**config.mk**
```make
export PLATFORM = sky130hd
export DESIGN_NAME = net_bus_tx_arb
export DESIGN_NICKNAME = d
export VERILOG_FILES = /design/src/rtl/net_bus_tx_arb.sv
export SDC_FILE = /design/constraint.sdc
export NUM_CORES = 1
export LEC_CHECK = 0
export ABC_CLOCK_PERIOD_IN_PS = 2400
export CORE_AREA = 2 2 104 106
export CTS_BUF_LIST = sky130_fd_sc_hd__clkbuf_4 sky130_fd_sc_hd__clkbuf_8
export DETAILED_ROUTE_END_ITERATION = 12
export DIE_AREA = 0 0 106 108
export PLACE_DENSITY = 0.85
export RECOVER_POWER = 100
export SYNTH_ARGS = -nofsm -noshare
export SYNTH_HDL_FRONTEND = slang
export SYNTH_SLANG_ARGS = --single-unit
```
**constraint.sdc**
```tcl
create_clock -name CLK -period 2.4 [get_ports CLK]
set_clock_uncertainty 0.05 [all_clocks]
set_input_delay 0.48 -clock CLK [delete_from_list [all_inputs] [get_ports CLK]]
set_output_delay 0.48 -clock CLK [all_outputs]
set_load 0.1 [all_outputs]
```
**src/rtl/net_bus_tx_arb.sv**
```systemverilog
// Four-source packet arbiter onto one NetBus transmit link.
// The arbiter grants sources in round-robin order. A granted source keeps the
// link until its LAST beat is accepted. The output beat is registered, so the
// link still runs at full valid/ready throughput.
//
// state | meaning
// IDLE  | no packet owns the link; choose the next requester after PTR
// LOCK  | requester GRANT owns the link until its LAST beat transfers
module net_bus_tx_arb #(
  parameter int DATA_WIDTH = 4,
  localparam int W = DATA_WIDTH * 9 + 14
) (
  input  logic         CLK,
  input  logic         RST,
  input  logic [W-1:0] DATA0,
  input  logic [W-1:0] DATA1,
  input  logic [W-1:0] DATA2,
  input  logic [W-1:0] DATA3,
  input  logic         VALID0,
  input  logic         VALID1,
  input  logic         VALID2,
  input  logic         VALID3,
  input  logic         LAST0,
  input  logic         LAST1,
  input  logic         LAST2,
  input  logic         LAST3,
  output logic         READY0,
  output logic         READY1,
  output logic         READY2,
  output logic         READY3,
  output logic         WCLK,
  output logic [W-1:0] WDATA,
  output logic         WVALID,
  output logic         WLAST,
  input  logic         WREADY,
  output logic [1:0]   GRANT,
  output logic         BUSY
);

  typedef enum logic {IDLE, LOCK} state_t;

  state_t       state, state_nxt;
  logic [1:0]   grant_nxt;
  logic [1:0]   ptr, ptr_nxt;
  logic [1:0]   cand;
  logic [W-1:0] data_arr [4];
  logic [3:0]   valid_v;
  logic [3:0]   last_v;
  logic [3:0]   ready_v;
  logic [W-1:0] sel_data;
  logic         sel_valid;
  logic         sel_last;
  logic         en;
  logic         xfer;

  assign WCLK = CLK;

  assign data_arr[0] = DATA0;
  assign data_arr[1] = DATA1;
  assign data_arr[2] = DATA2;
  assign data_arr[3] = DATA3;
  assign valid_v     = {VALID3, VALID2, VALID1, VALID0};
  assign last_v      = {LAST3, LAST2, LAST1, LAST0};

  // The output register can take a new beat when it is empty or is draining.
  assign en        = !WVALID || WREADY;
  assign BUSY      = (state == LOCK);
  assign sel_data  = data_arr[GRANT];
  assign sel_valid = valid_v[GRANT];
  assign sel_last  = last_v[GRANT];
  assign xfer      = BUSY && en && sel_valid;

  // Only the locked owner can see READY, and only while the register can accept.
  always_comb begin
    ready_v = 4'b0000;
    if (BUSY && en) ready_v[GRANT] = 1'b1;
  end

  assign READY0 = ready_v[0];
  assign READY1 = ready_v[1];
  assign READY2 = ready_v[2];
  assign READY3 = ready_v[3];

  // Register the arbitration state: FSM state, grant, and round-robin pointer.
  always_ff @(posedge CLK or posedge RST) begin
    if (RST) begin
      state <= IDLE;
      GRANT <= 2'd0;
      ptr   <= 2'd3;
    end else begin
      state <= state_nxt;
      GRANT <= grant_nxt;
      ptr   <= ptr_nxt;
    end
  end

  // Next state: round-robin pick in IDLE, and release on the accepted LAST beat in LOCK.
  always_comb begin
    state_nxt = state;
    grant_nxt = GRANT;
    ptr_nxt   = ptr;
    cand      = 2'd0;
    case (state)
      IDLE: begin
        if (|valid_v) begin
          state_nxt = LOCK;
          // Scan from the farthest offset to the nearest. The nearest valid
          // requester after ptr is assigned last, so it wins.
          for (int i = 4; i >= 1; i--) begin
            cand = ptr + i[1:0];
            if (valid_v[cand]) grant_nxt = cand;
          end
        end
      end
      LOCK: begin
        if (xfer && sel_last) begin
          state_nxt = IDLE;
          ptr_nxt   = GRANT;
        end
      end
      default: state_nxt = IDLE;
    endcase
  end

  // Output beat register: load on a transfer, go empty when drained and nothing arrives.
  always_ff @(posedge CLK or posedge RST) begin
    if (RST) begin
      WDATA  <= '0;
      WVALID <= 1'b0;
      WLAST  <= 1'b0;
    end else if (xfer) begin
      WDATA  <= sel_data;
      WLAST  <= sel_last;
      WVALID <= 1'b1;
    end else if (en) begin
      WVALID <= 1'b0;
    end
  end

endmodule

```
## Word-level counts from Yosys, hierarchy flattened

Cells that the tools add are included.

- Bits in registers: 57
- Input port bits: 211
- Output and inout bits: 60
- Logic and storage cells: 56

- Add/subtract/negate cells: 3
- Magnitude comparators: 7
- Multiplexer cells: 27
- Bitwise gates (word level): 2
- Reduce and logical (&&, ||, !) cells: 11

Operator list:

| cell | number |
|---|---|
| $bmux 50 s2 | 1 |
| $mux 50 | 2 |
| $lt 2x3->1 const B | 5 |
| $bmux 1 s2 | 6 |
| $mux 1 | 11 |
| $mux 2 | 4 |
| $add 2x2->2 const B | 2 |
| $logic_and 1x1->1 | 4 |
| $mux 4 | 1 |
| $reduce_bool 4->1 | 1 |
| $reduce_or 4->1 | 1 |
| $ge 3x3->1 const B | 1 |
| $not 2->3 | 1 |
| $reduce_and 3->1 | 1 |
| $add 2x1->2 const B | 1 |
| $demux 1 s2 | 1 |
| $ge 2x1->1 const B | 1 |
| $pmux 1 s2 | 1 |
| $reduce_and 2->1 | 1 |
| $reduce_bool 2->1 | 1 |
| $logic_not 1->1 | 1 |
| $logic_or 1x1->1 | 1 |
| $not 1->1 | 1 |

## Logic depth before layout (Yosys ltp)

- Word-level depth: 7
- Depth in mapped cells: 4

==> flow_summary.json <==
{
  "setup_viol": 0,
  "die_h_um": 108,
  "final_cell_mix": "208 x clkdlybuf4s50_1, 55 x clkbuf_2, 52 x mux4_2, 51 x dfrtp_1, 40 x mux2_1",
  "syn_nets": 424,
  "p_int_mw": 4.298,
  "num_antenna_cells": 0,
  "place.gp.congestion": 0.8672,
  "finalHoldViolCount": 0,
  "grt_max_degree": 58,
  "hpwl_um": 9991,
  "min_to": "WDATA[41]",
  "pre_cts_slack_ns": -0.2696,
  "grt_pass1_vias": 3465,
  "yosysWarningCount": 0,
  "die_w_um": 106,
  "synthCells": 213,
  "synth_edf_count": 0,
  "ys_seq_elements": 57,
  "gr-usage-all-layers": 0.2174,
  "path_clk_slew_ns": 0.06,
  "critPathKind": "clk -> out",
  "synth_top_area_cell": "dfrtp_1",
  "clock_power_share": 0.104,
  "fin_nets": 698,
  "tightest_slew_ns": 1.401,
  "ios": 271,
  "drv_slew": 0,
  "power.density_mw_per_mm2": 1624,
  "grt_overflow": 0,
  "path_max_fanout": 2,
  "outcome": "complete, no violations",
  "antenna_found_initial": 0,
  "routedWlPerCell_um": 19.63,
  "stdcell_area_mm2": 0.006395,
  "relSlewSlack": 0.06614,
  "rsz0062_at_grt": "no",
  "startpoint_type": "clock port",
  "reg2reg_from": "GRANT[0]",
  "r2r_slack_ns": 0.29,
  "num_vias": 3157,
  "crit_chain": "clkbuf_8, clkbuf_8, clkbuf_2",
  "crit_path_end_kind": "output pin",
  "core-area_mm2": 0.01023,
  "clk_latency_ns": 0.42,
  "swShare": 0.5860,
  "ir_drop_mv": 0.8412,
  "slowest_delay_ns": 0.36,
  "max_cap_violations": 0,
  "syn_area_mm2": 0.003662,
  "routed_wl_um": 12310,
  "drc": 0,
  "crit_family": "buffers and inverters",
  "power.leakage_nw": 2.582,
  "final_common_cell": "clkdlybuf4s50_1",
  "yosysSeqAreaShare": 0.3902,
  "hp-start": "WDATA[41]",
  "worstPathRequired_ns": 1.87,
  "cts_hold_buf": 0,
  "synth_top_flop_cell": "dfrtp_1",
  "power.switching_mw": 6.084,
  "drive_gt1_frac": 0.3360,
  "crit_buf_inv": 3,
  "fillCellCount": 842,
  "portBuffers": 270,
  "fin_ws_ns": 0.07628,
  "combPwrFrac": 0.718,
  "rows": 37,
  "slowest_stage": "clkbuf_2",
  "fin_hold_ws_ns": 0.4411,
  "via_per_inst": 5.035,
  "cts_tree": "done",
  "antenna_left": 0,
  "initial_core_util": 0.3580,
  "drt_iter0_markers": 149,
  "synthTopCellsByArea": "dfrtp_1 38%, mux4_2 32%, mux2_4 15%",
  "dr.pass1.iters": 4,
  "area_growth_syn_to_layout_pct": 74.62,
  "syn_area_per_cell_um2": 17.19,
  "synth_top_area_share": 0.3758,
  "placed_area_mm2": 0.006507,
  "hp-class": "reg -> reg",
  "worstReg2RegEnd": "WDATA[32]",
  "p_seq_frac": 0.177,
  "total_power_mw": 10.38,
  "hold_path_depth": 1,
  "synthArstFlopShare": 1.000,
  "arrival_ns": 1.79,
  "dieArea_mm2": 0.01145,
  "crit_top_cell": "clkbuf_8",
  "grt_pass1_wl_um": 18570,
  "rr_worst_depth": 4,
  "ys_types": 32,
  "post_cts_buffers": 0
}
-- kinds of logic after synthesis --
kind of cell | count (synthesis) | share of synthesized area
compound gates | 9 | 0.01777
buf+inv | 23 | 0.04202
flops | 57 | 0.3902
mux | 105 | 0.5193
simple gates | 19 | 0.03075
-- what timing repair did --
action                                  CTS  global route
endpoints found under the hold margin     0             0
endpoints found under the setup margin    1             0
resized for setup                         5             0
-- worst reg2reg max path: stages, from the launching register on --
cell and delay (ns):
dfrtp_4 0.49, mux4_2 0.54, nand3_1 0.20, clkbuf_4 0.35, mux2_1 0.37
-- sequential cells by signal, summed over array words and instances, names as in the netlist --
register	cells
WDATA	50
WLAST	1
WVALID	1
GRANT	2
BUSY	1
ptr	2
-- cell type report --
type	instances	area (um2)	area share
well taps	136	170.2	0.02661
multi-input cells	133	1979	0.3095
inverters	3	11.26	0.001761
repair buffers	279	2571	0.4021
clock inverters	3	15.01	0.002348
flip-flops and latches	57	1436	0.2246
clock buffers	16	211.5	0.03307
-- power by group through the flow --
stage          Clock [mW]  Sequential (mW)  Combinational (mW)
3_3_place_gp        0.164             1.86                8.26
2_1_floorplan       0.157             5.24                3.14
6_report             1.08             1.84                7.46
3_5_place_dp        0.164             1.88                8.38
5_1_grt              1.18             1.91                7.73
4_1_cts              1.12             1.87                8.40
-- cells in the mapped netlist (2+ instances only) --
cell type,instances
a21oi_1,2
buf_2,3
buf_4,5
buf_6,6
clkbuf_1,5
dfrtp_1,55
dfstp_2,2
inv_1,3
mux2_1,7
mux2_2,9
mux2_4,36
mux4_2,52
nand2_1,3
nand2b_1,2
nor2_1,3
nor3_1,4
-- per-stage QoR --
step           TNS (ns)  utilization  instances
2_1_floorplan         0            -        213
3_3_place_gp    -0.2696       0.6361        609
3_5_place_dp    -0.3623       0.6361        609
4_1_cts               0       0.6572        627
5_1_grt               0       0.6250        627
6_report              0       0.6250        627
-- worst max-delay path by stage --
stage               cells past startpoint  startpoint  slack (ns)      to
detailed placement                      1         CLK       -0.27    WCLK
global route                            4    GRANT[0]        0.03  READY1
CTS                                     5      WREADY        0.12  READY2
global placement                        1         CLK       -0.27    WCLK
floorplan                               3    GRANT[0]        0.02  READY0
finish                                  3         CLK        0.08    WCLK
-- per-layer routing --
metal / global-route usage / share of wire / vias to the layer above
li1: - / - / 1417
met1: 0.2416 / 0.36 / 1565
met2: 0.3843 / 0.54 / 156
met3: 0.07294 / 0.076 / 19
met4: 0.08835 / 0.022 / 0
met5: 0.008929 / 0 / -
Power figures use the tool's default switching activity.
